`config.mk`:
```
export PLATFORM = sky130hd
export DESIGN_NAME = sipo_in
export DESIGN_NICKNAME = d
export VERILOG_FILES = /design/src/rtl/sipo_in.sv
export SDC_FILE = /design/constraint.sdc
export NUM_CORES = 1
export LEC_CHECK = 0
export BUFFER_PORTS_ARGS = -buffer_cell sky130_fd_sc_hd__buf_2
export CORE_MARGIN = 2
export CORE_UTILIZATION = 53
export CTS_CLUSTER_DIAMETER = 150
export DETAILED_ROUTE_END_ITERATION = 10
export HOLD_SLACK_MARGIN = 0.05
export PLACE_DENSITY_LB_ADDON = 0.3
export SYNTH_ARGS = -nofsm -noshare
export SYNTH_HDL_FRONTEND = slang
export SYNTH_SLANG_ARGS = --single-unit
```
`constraint.sdc`:
```
create_clock -name CLKEXT -period 4.95 [get_ports CLKEXT]
set_clock_uncertainty 0.1 [all_clocks]
set_input_delay 0.99 -clock CLKEXT [delete_from_list [all_inputs] [get_ports CLKEXT]]
set_output_delay 0.99 -clock CLKEXT [all_outputs]
set_load 0.02 [all_outputs]
```
`src/rtl/sipo_in.sv`:
```
// Serial-in, parallel-out collector: shifts WIDTH-bit elements into a tap
// chain and presents NUM_TAPS of them as one word under a valid/ack handshake.
module sipo_in #(
  parameter int WIDTH    = 8,
  parameter int NUM_TAPS = 4,
  parameter int CNT_W    = $clog2(NUM_TAPS + 1)
) (
  input  logic                      CLKEXT,
  input  logic                      CLR_PISO_OUT,
  input  logic                      SHIFT_IN,
  input  logic [WIDTH-1:0]          DATA_IN,
  input  logic                      LOAD_ACK,
  output logic [WIDTH*NUM_TAPS-1:0] DATA_OUT,
  output logic                      FULL,
  output logic [CNT_W-1:0]          COUNT,
  output logic                      OVERRUN
);

  logic [WIDTH-1:0] tap_q [NUM_TAPS];
  logic [WIDTH-1:0] tap_d [NUM_TAPS];
  logic [CNT_W-1:0] count_q, count_d;
  logic             overrun_q, overrun_d;
  logic             full;
  logic             accept;
  logic             drain;

  assign full   = (count_q == CNT_W'(NUM_TAPS));
  assign accept = SHIFT_IN & (~full | LOAD_ACK);
  assign drain  = full & LOAD_ACK;

  always_comb begin
    tap_d     = tap_q;
    count_d   = count_q;
    overrun_d = overrun_q;
    if (accept) begin
      tap_d[0] = DATA_IN;
      for (int i = 1; i < NUM_TAPS; i++) begin
        tap_d[i] = tap_q[i-1];
      end
    end
    // A drain that coincides with an accept makes the new element the
    // first of the next word.
    if (drain && accept) begin
      count_d = CNT_W'(1);
    end else if (drain) begin
      count_d = '0;
    end else if (accept) begin
      count_d = count_q + CNT_W'(1);
    end
    if (SHIFT_IN && full && !LOAD_ACK) begin
      overrun_d = 1'b1;
    end
  end

  always_ff @(posedge CLKEXT or posedge CLR_PISO_OUT) begin
    if (CLR_PISO_OUT) begin
      for (int i = 0; i < NUM_TAPS; i++) begin
        tap_q[i] <= '0;
      end
      count_q   <= '0;
      overrun_q <= 1'b0;
    end else begin
      tap_q     <= tap_d;
      count_q   <= count_d;
      overrun_q <= overrun_d;
    end
  end

  for (genvar gi = 0; gi < NUM_TAPS; gi++) begin : g_lane
    assign DATA_OUT[WIDTH*gi +: WIDTH] = tap_q[gi];
  end

  assign FULL    = full;
  assign COUNT   = count_q;
  assign OVERRUN = overrun_q;

endmodule

```
After elaboration in Yosys (flattened, before gate mapping)
Cells that the tools add are included.
{"block": "classes", "add_sub_neg": 1, "n_eq_ne": 1, "mux": 3, "n_bitwise": 4, "reduce_logical": 5}
{"cell": "$mux W3", "count": 3}
{"cell": "$add A3 B1 Y3 const B", "count": 1}
{"cell": "$eq A3 B3 Y1 const B", "count": 1}
{"cell": "$logic_and A1 B1 Y1", "count": 3}
{"cell": "$reduce_bool A3 Y1", "count": 1}
{"cell": "$and A1 B1 Y1", "count": 2}
{"cell": "$logic_not A1 Y1", "count": 1}
{"cell": "$not A1 Y1", "count": 1}
{"cell": "$or A1 B1 Y1", "count": 1}
{"block": "word_totals", "ff_bits": 36, "input_bits": 12, "output_inout_bits": 37, "elab_cells": 20}

Logic depth before layout (Yosys ltp)
Gate-level depths: netlist of the first run.
{"block": "logic_depth", "word_depth": 7, "mapped_depth": 6, "depth_no_buf": 5}

Least setup slack after synthesis of the first run
OpenSTA, ideal clock, no wires.
{"block": "synth_path", "path_type": "register to output", "from": "register count_q[0], in the netlist COUNT[0]", "to": "output port FULL", "arrival_time_ps": 1025, "required_time_ps": 3860, "slack_ps": 2835, "stages_incl_launch_ff": 5, "n_path_buf": 0, "path_cell_list": "dfrtp_1 -> inv_1 -> ha_1 -> nand2_1 -> inv_1"}
{"block": "synth_between", "elab_chain_len": 1}
{"item": "from (decl)", "line": "21", "text": "logic [CNT_W-1:0] count_q, count_d;"}
{"item": "from (signal assigned)", "line": "64", "text": "count_q <= count_d;"}
{"item": "$eq A3 B3 Y1", "line": "27", "text": "assign full = (count_q == CNT_W'(NUM_TAPS));"}
{"item": "to (decl)", "line": "14", "text": "output logic FULL,"}
No other way between the ends.

Final worst setup path of the first run
Same ends and word-level chain as after synthesis.

==> results.md, run 1 <==
* # IOs at approximately 50
* Setup CP Type: register to output pin
* Cell count after synthesis at 92
* Yosys top cell area share at roughly three fifths
* Design Area, Final at 1830 um2
* H-tree depth at 2
* Critical Path AT at around 1.4 ns
* Synth area leaders: dfrtp_1, mux2_4, mux2_2, ha_1, buf_6
* N_diodes at 0
* Post-layout minimum cycle time at 2.53 ns
* Worst path slowest cell: dfrtp_1
* CTS tree: yes
* Hold-fix buffers at CTS at 0
* Post-synthesis mux area share at about 30%
* Via count at approximately 900
* Synthesized area per cell at 16.6 um2
* DR iter-0 viols at 15
* Worst-Margin Slew at 0.532 ns
* Synth Register Bits at 36
* Core Region at around 2700 um2
* CP bufs+invs at 3
* Post-CTS setup buffers at 0
* Initial Utilization at 55.7%
* Peak VDD IR at 407 uV
* Maximum number of pins on one net before global-route repair at 37
* Post-synth EDFFs at 0
* Detailed Route WL at 2470 um
* Top-count cell post-synth: dfrtp_1
* Final Max Slew Viols at 0
* CP Launch Type: register
* Clk sinks at 36
* Syn Nets at ~110
* Clk Latency, worst-skew pair at 0.34 ns
* Gpl congestion at roughly 0.73
* Antenna viol nets, final at 0
* PnR Total Power at between 1 and 1.5 mW
* Synth Warn # at 0
* Final period util at about half
* Post-Synth XOR/XNOR Area at 0%
* Number of global-route vias before repair at 874
* Slew headroom at between 60% and 70%
* First-pass GRT wire length at 4220 um
* FMAX at roughly 400 MHz
* RSZ-0062 raised after global routing: false
* Vias per inst at between 5 and 6
* Initial antenna violation count at 0
* Synth Area in Compound Gates at 2.71%
* Clk pin slew, worst setup/hold paths at 0.10 ns
* Worst hold path type: register to register
* TritonRoute pass-1 iters at 2
* Seq/Total Area, Yosys at 59.1%
* Top cell by count, worst path: inv_1
* Pwr Density at 590 nW/um2
* CP required at 3.86 ns
* Cell Chain, Critical Path: inv_1, ha_1, nand2_1, inv_1, buf_2
* Area delta synth->final at 20.4%
* CP Max Fanout at 5
* Root buf cell: clkbuf_4
* Share of cells above drive strength 1 at between 60 and 70%
* Slowest stage delay, CP at 0.44 ns
* Post-CTS sizing at 0
* Detailed placer's ending HPWL at roughly 1700 um
* Total CTS buffers at 5
* Grt ovf at 0
* Final #Nets at 159
* Adder-cell area share of the yosys netlist at 1.64%
* Area post-placement at 1770 um2
* GRT Overall Usage at between 10% and 20%
* CP delay by family, top: flip-flops
* Width of the die at roughly 58 um
* Synth Area in Simple Gates at about 2.8%
* Final Hold Viols at 0
* Setup TNS Final at 0 ns
* Status: finished, final reports clean
* Die area at 3320 um2
* Row Count at 19
* Post-synth ARST share at 100%
* # DRC at 0
* I/O Buffers at 48
* Number of max-cap violations at 0
* Setup-failing EPs final at 0
* Die Y-Extent at 57.6 um
* Netlist cell types at 18
* Routed wire per std cell at 13.9 um
* Critical Path Sink Type: output pin
* Post-Synthesis Cell Area at 1520 um2
* Synth area leader: dfrtp_1
* Static Leak at 0.958 nW
* Largest family of logic cells by synthesized area: multiplexers
* CTS max path bufs at 2
* Synth cell count leaders: dfrtp_1, mux2_4, mux2_2
* Ys flop type: dfrtp_1
[layout make-up]
type	instances	area (um2)
flip-flops and latches	36	901
repair buffers	49	248
well taps	31	38.8
fillers	210	900
multi-input cells	48	567
clock buffers	6	51.3
clock inverters	2	10.0
inverters	5	18.8
[sequential cells by signal (all words and copies together) (netlist names)]
register	flops
COUNT	3
OVERRUN	1
DATA_OUT	32
[routing by layer]
layer  vias up  track usage (%)  part of all wire [%]
met5         -                0                     0
met4         0             5.98                   1.4
met3         5             6.92                   7.7
met2        31             24.5                    45
met1       455             22.9                    46
li1        424                -                     -
[worst reg2reg max path, stage by stage, from the launching register on]
cell and delay [ns]:
dfrtp_1 0.44, inv_1 0.08, ha_1 0.24, nand3b_2 0.14, nand2_4 0.44, mux2_2 0.40
[placed cells by master (no fill, tap or decap), drive strengths merged, types with 2 or more instances in the layout]
master,synthesis,layout
clkinv,0,2
dfrtp,36,36
inv,5,5
nand2,4,4
ha,2,2
mux2,33,33
clkbuf,0,6
buf,3,49
[power by group]
| group | total (mW) | switching, mW | leakage, nW | internal [mW] |
|---|---|---|---|---|
| clock network | 0.161 | 0.0939 | 0.0380 | 0.0676 |
| logic | 0.447 | 0.237 | 0.500 | 0.210 |
| registers | 0.474 | 0.0768 | 0.420 | 0.397 |
[per-stage QoR]
| stage | hold WS [ns] | std cells | util, % | setup WS, ns |
|---|---|---|---|---|
| 2_1_floorplan | 0.492 | 92 | - | 2.84 |
| 3_3_place_gp | 0.375 | 169 | 64.9 | 2.57 |
| 3_5_place_dp | 0.363 | 169 | 64.9 | 2.53 |
| 4_1_cts | 0.389 | 177 | 67.1 | 2.40 |
| 5_1_grt | 0.440 | 177 | 67.1 | 2.33 |
| 6_report | 0.384 | 177 | 67.1 | 2.42 |
[worst paths after layout]
| check | endpoint | depth (start not counted) | slack (ns) | from |
|---|---|---|---|---|
| max in group asynchronous | DATA_OUT[17] | 3 | 3.80 | CLR_PISO_OUT |
| max reg2reg | DATA_OUT[1] | 5 | 3.00 | COUNT[0] |
| max | FULL | 5 | 2.42 | COUNT[0] |
| min reg2reg | OVERRUN | 1 | 0.38 | OVERRUN |
| min | OVERRUN | 1 | 0.38 | OVERRUN |
| min in group asynchronous | DATA_OUT[30] | 3 | 0.64 | CLR_PISO_OUT |
[kinds of logic (layout without fill, tap and decap cells)]
group / count (synthesis) / count (layout)
and+or+nand+nor: 7 / 7
adders and majority gates: 2 / 2
AOI/OAI and AO/OA: 6 / 6
muxes: 33 / 33
DFF: 36 / 36
buffers and inverters: 8 / 62
Power figures use the tool's default switching activity.
==> run 2: changes to the inputs <==
--- a/config.mk
+++ b/config.mk
@@ -7,7 +7,7 @@
 export LEC_CHECK = 0
 export BUFFER_PORTS_ARGS = -buffer_cell sky130_fd_sc_hd__buf_2
 export CORE_MARGIN = 2
-export CORE_UTILIZATION = 53
+export CORE_UTILIZATION = 45
 export CTS_CLUSTER_DIAMETER = 150
 export DETAILED_ROUTE_END_ITERATION = 10
 export HOLD_SLACK_MARGIN = 0.05
==> constraint.sdc (replaced) <==
create_clock -name CLKEXT -period 2.3 [get_ports CLKEXT]
set_clock_uncertainty 0.1 [all_clocks]
set_input_delay 0.46 -clock CLKEXT [delete_from_list [all_inputs] [get_ports CLKEXT]]
set_output_delay 0.46 -clock CLKEXT [all_outputs]
set_load 0.02 [all_outputs]
==> run 2 against run 1 <==
Against the previous run: cell count up 8.5%; cell area up 1.8%; sequential power up 120%; non-clock buffer count unchanged; die area up 17%; via count down 1.5%; register-to-register slack worse by 2.6 ns; wire length down 0.93%; first-iteration DRC count up 140%; setup slack worse by 2.1 ns.
==> results.md, run 2 (synthesized netlist as in run 1, its figures left out) <==
* # DRC at 0
* Die area at between 3000 and 4000 um2
* Detailed Route WL at roughly 2400 um
* H-tree depth at 2
* Initial antenna violation count at 0
* CTS max path bufs at 2
* Post-layout minimum cycle time at 1.95 ns
* N_diodes at 0
* Post-CTS sizing at 0
* CP Max Fanout at 5
* Core Region at 3280 um2
* Width of the die at 62.2 um
* Setup CP Type: register to output pin
* Detailed placer's ending HPWL at roughly 1700 um
* Via count at 901
* Final Hold Viols at 0
* FMAX at 512 MHz
* GRT Overall Usage at 14.1%
* Number of global-route vias before repair at 932
* CP required at between 1.5 and 2 ns
* Commonest non-fill, non-tap cell in the layout: buf_2
* Clk Latency, worst-skew pair at approximately 0.32 ns
* Gpl congestion at 0.719
* Peak VDD IR at ~520 uV
* Final period util at 85.0%
* Number of max-cap violations at 0
* Antenna viol nets, final at 0
* CTS tree: yes
* Post-CTS setup buffers at 0
* Worst hold path type: primary input to asynchronous set/reset pin
* Largest register FFs at 32
* I/O Buffers at 48
* Row Count at 21
* CP Launch Type: register
* Status: finished, final reports clean
* Setup-failing EPs final at 0
* Final #Nets at 159
* Final Max Slew Viols at 0
* TritonRoute pass-1 iters at 3
* Total CTS buffers at 5
* Vias per inst at between 4 and 5
* Worst-Margin Slew at 0.531 ns
* Pwr Density at between 1000 and 1500 nW/um2
* Clk pin slew, worst setup/hold paths at around 0.11 ns
* Critical Path AT at 1.39 ns
* First-pass GRT wire length at roughly 4200 um
* DR iter-0 viols at 36
* Die Y-Extent at about 62 um
* Hold-fix buffers at CTS at 0
* Highest-count cells in the layout ignoring fill and taps: buf_2, dfrtp_1, mux2_4
* RSZ-0062 raised after global routing: false
* # IOs at 49
* Share of cells above drive strength 1 at 62.3%
* Routed wire per std cell at roughly 13 um
* Critical Path Sink Type: output pin
* Area delta synth->final at 22.6%
* Grt ovf at 0
* Maximum number of pins on one net before global-route repair at 37
* Root buf cell: clkbuf_4
* Non-Filler Instances at 192
* Placed insts at 184
* Clk sinks at 36
* Static Leak at about 0.96 nW
* Slew headroom at ~65%
* Initial Utilization at 46.4%
* Setup TNS Final at 0 ns
==> run 2: changes by cell type in the layout (fill, tap and decap cells not counted) <==
cell	delta
bufinv_16	+1
clkbuf_1	+1
clkbuf_8	-1
clkinv_2	-1
==> run 2: worst max-delay path, cell delays in order, from the launching register on <==
cell and delay (ns):
dfrtp_1 0.43, inv_1 0.07, ha_1 0.24, nand2_1 0.12
inv_1 0.06, buf_2 0.15
==> run 2: worst paths after layout <==
| path | start | slack [ns] | cells past startpoint | end |
|---|---|---|---|---|
| worst max-delay path | COUNT[0] | 0.35 | 5 | FULL |
| worst min-delay path | CLR_PISO_OUT | 0.11 | 3 | DATA_OUT[27] |
| worst max register to register | COUNT[0] | 0.37 | 5 | DATA_OUT[1] |
| worst min register to register | OVERRUN | 0.40 | 1 | OVERRUN |
| max in group asynchronous | CLR_PISO_OUT | 1.68 | 3 | DATA_OUT[5] |
| min in group CLKEXT | DATA_IN[4] | 0.26 | 2 | DATA_OUT[4] |
==> run 2: final cells by class <==
cell class                 count  area [um2]
clock buffer                   6        41.3
clock inverter                 2        35.0
fill                         282        1420
inverter                       5        18.8
multi-input combinational     48         567
sequential                    36         901
tap                           46        57.6
timing repair buffer          49         248
==> run 2: power by group <==
| group | switching, mW | internal, mW |
|---|---|---|
| combinational | 0.506 | 0.452 |
| clock | 0.201 | 0.228 |
| sequential | 0.165 | 0.854 |
==> run 2: metrics by stage <==
| stage | cell area (um2) | power, mW | hold slack (ns) | setup slack (ns) | utilization (%) |
|---|---|---|---|---|---|
| after floorplan | 1520 | 1.70 | 0.470 | 0.580 | - |
| after global placement | 1790 | 1.98 | 0.369 | 0.436 | 54.6 |
| after detailed placement | 1790 | 2.00 | 0.370 | 0.365 | 54.6 |
| after CTS | 1870 | 2.44 | 0.111 | 0.332 | 56.9 |
| after global routing | 1870 | 2.55 | 0.143 | 0.238 | 56.9 |
| final | 1870 | 2.41 | 0.109 | 0.346 | 56.9 |
==> run 2: routing by layer <==
layer	share of wire (%)	GRT usage, %	wire, um
met4	1.3	6.67	33
met1	44	17.2	1060
met5	0	0	0
met3	8.2	6.16	200
met2	47	21.5	1150
==> run 3: changes to the inputs <==
--- a/config.mk
+++ b/config.mk
@@ -7,7 +7,7 @@
 export LEC_CHECK = 0
 export BUFFER_PORTS_ARGS = -buffer_cell sky130_fd_sc_hd__buf_2
 export CORE_MARGIN = 2
-export CORE_UTILIZATION = 45
+export CORE_UTILIZATION = 49
 export CTS_CLUSTER_DIAMETER = 150
 export DETAILED_ROUTE_END_ITERATION = 10
 export HOLD_SLACK_MARGIN = 0.05
==> constraint.sdc (replaced) <==
create_clock -name CLKEXT -period 1.89 [get_ports CLKEXT]
set_clock_uncertainty 0.1 [all_clocks]
set_input_delay 0.378 -clock CLKEXT [delete_from_list [all_inputs] [get_ports CLKEXT]]
set_output_delay 0.378 -clock CLKEXT [all_outputs]
set_load 0.02 [all_outputs]
==> run 3 against run 2 <==
Against the previous run: total power up 21%; core utilization grew 6.7 points; flip-flop and latch count did not move; worst hold slack improved by 0.074 ns; non-clock buffer count is 6 higher; critical path type unchanged; largest cell class unchanged.
==> results.md, run 3 (synthesized netlist as in run 1, its figures left out) <==
* Cell Chain, Critical Path: inv_2, ha_4, nand2_1, inv_1, buf_4
* Worst hold path type: primary input to register
* I/O Buffers at 48
* RSZ-0062 raised after global routing: false
* # DRC at 0
* Critical Path Sink Type: output pin
* Maximum number of pins on one net before global-route repair at 25
* Setup TNS Final at 0 ns
* Number of max-cap violations at 0
* Core Region at 3000 um2
* Via count at 943
* Setup-failing EPs final at 0
* DR iter-0 viols at 29
* # IOs at 49
* CP Max Fanout at 5
* GRT Overall Usage at about 16%
* CP Launch Type: register
* Area post-placement at 1810 um2
* Commonest non-fill, non-tap cell in the layout: buf_2
* Wl on met1 at 1100 um
* Row Count at 20
* Worst reg2reg path depth at 6
* Post-layout minimum cycle time at about 1.8 ns
* Width of the die at roughly 60 um
* Antenna viol nets, final at 0
* Gpl congestion at between 0.6 and 0.7
* Setup CP Type: register to output pin
* PnR Total Power at just under 3 mW
* Pre-CTS setup slack at 0.105 ns
* Final core utilization at 63.6%
* Worst path slowest cell: dfrtp_1
* Die Y-Extent at 59.8 um
* Worst hold path endpoint: DATA_OUT[3]
* FMAX at 558 MHz
* Critical R2R Launch: COUNT[0]
* Grt ovf at 0
* Share of cells above drive strength 1 at approximately 64%
* Worst R2R Setup Slack at 0.18 ns
* First-pass GRT wire length at 4200 um
* Clk Latency, worst-skew pair at 0.32 ns
* Largest register FFs at 32
* WL met3 at 158 um
* Non-Filler Instances at 185
* TritonRoute pass-1 iters at 4
* Final hold slack at around 0.18 ns
* Critical Path AT at about 1.3 ns
* Area delta synth->final at 25.3%
* Worst-Margin Slew at roughly 0.25 ns
* Clk sinks at 36
* Slew headroom at 83.5%
* Status: finished, final reports clean
* Static Leak at 0.984 nW
* Final period util at 94.9%
* Placed insts at 174
* Worst Hold Launch: DATA_IN[3]
* N_diodes at 0
* Number of global-route vias before repair at 963
* Initial antenna violation count at 0
* Pwr Density at about 1500 nW/um2
* Clk pin slew, worst setup/hold paths at 0.10 ns
* Hold path cells at 2
* CTS max path bufs at 2
* CP required at 1.41 ns
* Worst r2r dst: DATA_OUT[0]
* Final Max Slew Viols at 0
* Met2 WL at roughly 1200 um
* Final #Nets at roughly 170
* Routed wire per std cell at 13.4 um
* Total CTS buffers at 5
* Final worst-path setup slack at 0.0967 ns
* H-tree depth at 2
* Initial Utilization at between 50 and 60%
* Die area at 3570 um2
* CP delay by family, top: flip-flops
* Slowest stage delay, CP at 0.45 ns
* Peak VDD IR at roughly 900 uV
* Final Hold Viols at 0
* Highest-count cells in the layout ignoring fill and taps: buf_2, dfrtp_1, mux2_4
* CP bufs+invs at 3
* Vias per inst at 5.10
* Highest Signal Layer: met4
* Design Area, Final at around 1900 um2
* CTS tree: yes
* Detailed Route WL at approximately 2500 um
* Filler cells at around 240
* Detailed placer's ending HPWL at 1830 um
* Root buf cell: clkbuf_4
## run 3: worst max path at each step
stage / startpoint / endpoint / slack [ns] / cells past startpoint
after global placement: COUNT[0] / DATA_OUT[0] / 0.21 / 6
after floorplan: COUNT[0] / DATA_OUT[10] / 0.17 / 6
after global routing: COUNT[0] / FULL / 0.005 / 5
after detailed placement: COUNT[0] / DATA_OUT[13] / 0.10 / 6
after CTS: COUNT[0] / FULL / 0.009 / 5
final: COUNT[0] / FULL / 0.1 / 5
## run 3: report_power, final
part	internal (mW)	switching (mW)
Clock	0.184	0.227
Combinational	0.609	0.639
Sequential	1.04	0.205
Total	1.83	1.07
## run 3: what timing repair did
item	4_1_cts	5_1_grt
setup endpoints to repair	1	1
resized for setup	1	3
buffers inserted	0	2
endpoints found under the hold margin	36	0
hold buffers	1	0
## run 3: per-layer routing
metal  vias up  GRT usage (%)
met4         0           8.57
met1       468           20.1
met5         -              0
met2        32           24.8
li1        438              -
met3         5           4.11
## run 3: area by class of cell
| cell class | count | area, um2 | share of cell area, % |
|---|---|---|---|
| well taps | 33 | 41.3 | 2.16 |
| multi-input cells | 48 | 579 | 30.3 |
| flip-flops and latches | 36 | 901 | 47.2 |
| repair buffers | 55 | 310 | 16.3 |
| clock buffers | 8 | 58.8 | 3.08 |
| inverters | 5 | 18.8 | 0.983 |
